`src/rtl/regfile_sb.sv`:
```
// regfile_sb: parametrised register file with bypass,
// pending-write scoreboard and sequenced bulk clear.
module regfile_sb #(
    parameter int DATA_W   = 32,
    parameter int ADDR_W   = 5,
    parameter bit ZERO_REG = 1'b1
) (
    input  logic              clk,
    input  logic              reset_n,
    input  logic [ADDR_W-1:0] rd_addr_a,
    output logic [DATA_W-1:0] rd_data_a,
    output logic              pend_a,
    input  logic [ADDR_W-1:0] rd_addr_b,
    output logic [DATA_W-1:0] rd_data_b,
    output logic              pend_b,
    input  logic              wr_en,
    input  logic [ADDR_W-1:0] wr_addr,
    input  logic [DATA_W-1:0] wr_data,
    input  logic              rsv_en,
    input  logic [ADDR_W-1:0] rsv_addr,
    input  logic              clr_req,
    output logic              clr_busy
);
    localparam int DEPTH = 2 ** ADDR_W;

    localparam logic [0:0] S_IDLE  = 1'b0;
    localparam logic [0:0] S_CLEAR = 1'b1;

    logic [DEPTH-1:0][DATA_W-1:0] mem_q, mem_d;
    logic [DEPTH-1:0]             pend_q, pend_d;
    logic [0:0]                   state_q, state_d;
    logic [ADDR_W-1:0]            idx_q, idx_d;
    logic                         busy;
    logic                         wr_ok;
    logic                         rsv_ok;

    assign busy     = (state_q == S_CLEAR);
    assign clr_busy = busy;

    // Writes and reservations are dropped, not queued, while clearing.
    assign wr_ok  = wr_en && !busy &&
                    !(ZERO_REG && (wr_addr == '0));
    assign rsv_ok = rsv_en && !busy &&
                    !(ZERO_REG && (rsv_addr == '0));

    // Read port A: zero register, then same-cycle bypass, then array.
    always_comb begin
        rd_data_a = mem_q[rd_addr_a];
        if (ZERO_REG && (rd_addr_a == '0)) begin
            rd_data_a = '0;
        end else if (wr_ok && (wr_addr == rd_addr_a)) begin
            rd_data_a = wr_data;
        end
    end

    // Read port B: same priority as port A, independent bypass.
    always_comb begin
        rd_data_b = mem_q[rd_addr_b];
        if (ZERO_REG && (rd_addr_b == '0)) begin
            rd_data_b = '0;
        end else if (wr_ok && (wr_addr == rd_addr_b)) begin
            rd_data_b = wr_data;
        end
    end

    // Pending flags come straight from the registered vector.
    assign pend_a = pend_q[rd_addr_a];
    assign pend_b = pend_q[rd_addr_b];

    // Next-state: clear sweep, or write-back then reserve (reserve wins).
    always_comb begin
        mem_d   = mem_q;
        pend_d  = pend_q;
        state_d = state_q;
        idx_d   = idx_q;
        if (busy) begin
            mem_d[idx_q]  = '0;
            pend_d[idx_q] = 1'b0;
            idx_d         = idx_q + 1'b1;
            if (idx_q == ADDR_W'(DEPTH - 1)) begin
                state_d = S_IDLE;
                idx_d   = '0;
            end
        end else begin
            if (clr_req) begin
                state_d = S_CLEAR;
                idx_d   = '0;
            end
            if (wr_ok) begin
                mem_d[wr_addr]  = wr_data;
                pend_d[wr_addr] = 1'b0;
            end
            if (rsv_ok) begin
                pend_d[rsv_addr] = 1'b1;
            end
        end
    end

    // State registers; reset also aborts any clear in progress.
    always_ff @(posedge clk or negedge reset_n) begin
        if (!reset_n) begin
            mem_q   <= '0;
            pend_q  <= '0;
            state_q <= S_IDLE;
            idx_q   <= '0;
        end else begin
            mem_q   <= mem_d;
            pend_q  <= pend_d;
            state_q <= state_d;
            idx_q   <= idx_d;
        end
    end

endmodule

```
`config.mk`:
```
export PLATFORM = sky130hd
export DESIGN_NAME = regfile_sb
export DESIGN_NICKNAME = d
export VERILOG_FILES = /design/src/rtl/regfile_sb.sv
export SDC_FILE = /design/constraint.sdc
export NUM_CORES = 2
export LEC_CHECK = 0
export ABC_CLOCK_PERIOD_IN_PS = 9600
export CORE_MARGIN = 10
export CORE_UTILIZATION = 55
export DETAILED_ROUTE_END_ITERATION = 8
export PLACE_DENSITY = 0.72
export SLEW_MARGIN = 40
export SYNTH_ARGS = -nofsm -noshare
export SYNTH_HDL_FRONTEND = slang
export SYNTH_SLANG_ARGS = --single-unit
```
`constraint.sdc`:
```
create_clock -name clk -period 9.6 [get_ports clk]
set_input_delay 2.88 -clock clk [delete_from_list [all_inputs] [get_ports clk]]
set_output_delay 2.88 -clock clk [all_outputs]
set_load 0.005 [all_outputs]
```
==> metrics <==
FF-to-FF End=mem_q[209]; Worst Max-Slew Pin Slew=0.998 ns; Root Driver=clkbuf_16; Seq. cell area=between 20000 and 30000 sq um; via/cell ratio=~8.3; Die ar.=about 110000 sq um; ys async rst share=100%; GRT overflow=0; P_int=about 0.0092 W; Worst-Skew Late Latency=0.71 ns; DR pass1 iterations=7; CTS buffer count=around 110; Top-Level Pins=about 120; core area=around 100000 sq um; fin crit share=between 90 and 100%; dpl cell area=roughly 59000 sq um; antenna-violating nets left=0; DRC=0; Die Wd=between 300 and 400 um; critical path arrival=around 6.3 ns; Clock Skew=approximately 0.018 ns; CP Max Fanout=19; EDFF count, synth=0; outcome=finished clean; nature of the critical path endpoint=primary output; Power per Cell Area=roughly 220 nW/um^2; largest net degree at the start of global routing=roughly 160; initial antenna violation count=4; Period minus WS final=slightly above 9 ns; port buffer count=about 120; max_slew headroom=32.7%; Area Growth Syn to Fin=12.7%; sw frac=between 30% and 40%; Min-Delay Startpoint=mem_q[22]; FF-to-FF Start=clr_busy; number of synthesized register bits=roughly 1100; post-route worst setup slack=0.383 ns; area share of the largest cell type after synthesis=between 40% and 50%; Nets=~4100; Post-CTS Setup Bufs=0; leak pwr=between 20 and 30 nW; depth of the worst hold-timing path=1; syn_nets=roughly 4200; delay-heaviest family, CP=compound AO/OA/AOI/OAI gates; Top cell by count, worst path=buf_4; Max Fclk=roughly 0.11 GHz; Hold Path Sink=mem_q[22]; combinational share of power=a little under a quarter; fillcell total=roughly 7300; Fin. Hold Viols=0; Resized cells post-CTS=0; critical path cell sequence=buf_4, and2_2, buf_4, a221oi_1, o21ai_0, a21oi_1, a211o_1, clkdlybuf4s50_1; DR vias=~45000; Max clock buf depth=3; Final Instance Area=about 63000 sq um; WP depth=8; r2r setup slk=around 6.2 ns; Tot GR Track Use=between 30% and 40%; Sequential Power Share=a little over two fifths; CTS sink cnt=1062; Yosys warning count=0; setup TNS=0 ns; RSZ-0062 raised after global routing=no; Final Max Tran Viols=0; VDD IR-drop max=approximately 0.15 mV; Detailed Route WL=roughly 220000 um; TritonCTS clock tree=done; Synth Instances=roughly 4100; Clock Power Share=around 34%; # rows=about 120; drt first-iter violations=between 7000 and 8000; gpl congestion=~0.95; Max H-tree Level=3; R2R cell count=8; critical path required time=around 6.7 ns; Seq/Total Area, Yosys=a little under half; # hold bufs at CTS=0; Cell variety after synth=a little over 60; top cells by area, synth=dfrtp_1 48%, mux4_2 17%, a22o_1 16%, mux2i_1 4.6%, clkbuf_1 2.3%; Post-Syn Area=55600 sq um; Max stage delay on crit path=roughly 0.76 ns; Clock Pin Slew Worst Setup and Hold Paths=about 0.06 ns; kind of critical path=input port to primary output; maxcap violations=0; slowest CP cell=o21ai_0; net switching power=about 0.0042 W; Initial Util=between 50% and 60%; Synth Area per Inst=between 10 and 15 sq um; vias in the first global route=44200; Final Util=between 60 and 70%; CP bufs+invs=3; Wirelength per Cell=~41 um; Tightest Hold Check Type=flip-flop to flip-flop; Synth Flop Type=dfrtp_1; Die Ht=~340 um; DP Worst Slack=approximately 0.53 ns; Setup violations, final=0; hpwl dp=roughly 130000 um; Worst setup SP type=input port; Multi-input gate area=27100 sq um; Yosys top cell by area=dfrtp_1; first-pass GRT wire length=320000 um; share of post-route cells with drive strength above 1=22.8%
worst max path at each step:
stage | startpoint | end | slack (ns)
2_1_floorplan | rd_addr_a[1] | rd_data_a[4] | 2.11
3_3_place_gp | wr_addr[1] | rd_data_a[29] | 0.48
3_5_place_dp | rd_addr_b[3] | rd_data_b[25] | 0.53
4_1_cts | rd_addr_b[3] | rd_data_b[25] | 0.52
5_1_grt | wr_addr[1] | rd_data_a[31] | 0.39
6_report | rd_addr_a[2] | rd_data_a[2] | 0.38
layout by cell type, fill, tap and decap left out, types with 20 or more instances in the layout:
cell             synthesis  final
a211o_1                 38     38
buf_4                   20    181
buf_8                    2     21
o21ai_0                 42     38
clkbuf_8                 0     23
a221oi_1               119    119
nand2b_1                55     55
o211ai_1                25     25
nand2_1                 45     44
dfrtp_1               1062   1062
nor2_1                  54     23
nor2_4                   0     30
clkdlybuf4s50_1          0    113
mux2i_1                256    256
a21oi_4                  0     27
buf_12                   3     20
mux4_2                 419    419
and2_1                  38     37
a22o_1                1022   1022
clkinv_2                 0     22
a21oi_1                120     93
a22oi_1                123    123
clkbuf_16                0    110
power by group through the flow:
| stage | Sequential [W] | Clock, W | Combinational (W) |
|---|---|---|---|
| final | 0.00577 | 0.00455 | 0.00315 |
| after global routing | 0.00584 | 0.00472 | 0.00323 |
| after CTS | 0.00573 | 0.00453 | 0.00303 |
| after detailed placement | 0.00579 | 0 | 0.00301 |
| after global placement | 0.00577 | 0 | 0.00294 |
| after floorplan | 0.00561 | 0 | 0.00191 |
synthesized netlist by cell type (5+ instances only):
| library cell | count |
|---|---|
| dfrtp_1 | 1062 |
| a22o_1 | 1022 |
| mux4_2 | 419 |
| clkbuf_1 | 335 |
| mux2i_1 | 256 |
| a22oi_1 | 123 |
| a21oi_1 | 120 |
| a221oi_1 | 119 |
| buf_2 | 100 |
| nand2b_1 | 55 |
| nor2_1 | 54 |
| nand2_1 | 45 |
| buf_1 | 43 |
| o21ai_0 | 42 |
| a211o_1 | 38 |
| and2_1 | 38 |
| buf_6 | 37 |
| o211ai_1 | 25 |
| buf_4 | 20 |
| nor3_1 | 14 |
| o311ai_1 | 14 |
| a221o_1 | 13 |
| o21ai_1 | 12 |
| xnor2_1 | 12 |
| inv_1 | 8 |
| nor2b_1 | 8 |
| a311oi_1 | 6 |
| nor3_2 | 6 |
| a41oi_1 | 5 |
| and3_1 | 5 |
| ha_1 | 5 |
| nor3b_1 | 5 |
| or2_2 | 5 |
logic make-up (layout without fill, tap and decap cells):
kind of cell / count (synthesis) / in the layout / synth area share [%]
compound gates: 1559 / 1559 / 23.1
xor+xnor: 12 / 12 / 0.189
simple gates: 255 / 255 / 2.47
flops: 1062 / 1062 / 47.8
buf+inv: 552 / 558 / 4.72
fa+ha+maj: 5 / 5 / 0.113
other cells: 0 / 4 / 0
mux: 675 / 675 / 21.6
worst reg2reg max path, delay by kind of cell, from the launching register on:
family                 cells  cell delay [ns]
buffers and inverters      3             1.35
AND/OR/NAND/NOR            3             0.99
AO/OA/AOI/OAI              2             0.60
flip-flops                 1             0.36
metal layers:
metal / vias up / global-route usage, % / wire (um)
li1: 16600 / - / -
met4: 8 / 25.2 / 18600
met3: 1057 / 17.7 / 38800
met1: 22900 / 49.9 / 76200
met2: 4600 / 51.9 / 89900
met5: - / 0.434 / 112
final cells by class:
| cell class | instances | share of cell area, % |
|---|---|---|
| inverters | 10 | 0.0599 |
| diodes | 4 | 0.0160 |
| repair buffers | 348 | 5.52 |
| flip-flops and latches | 1062 | 42.4 |
| clock buffers | 151 | 5.01 |
| well taps | 1298 | 2.59 |
| clock inverters | 49 | 1.05 |
| multi-input cells | 2506 | 43.3 |
stage by stage:
stage               std cells  power [W]  hold slack (ns)
global route             5424     0.0138            0.529
floorplan                4120    0.00752            0.467
detailed placement       5218    0.00880            0.488
global placement         5199    0.00870            0.483
finish                   5428     0.0135            0.508
CTS                      5418     0.0133            0.512
state kept, by name, summed over array words and instances (netlist names):
signal and cells:
pend_q 32, idx_q 5, clr_busy 1, mem_q 1024
Note: power is estimated with default switching activity, not from simulation.
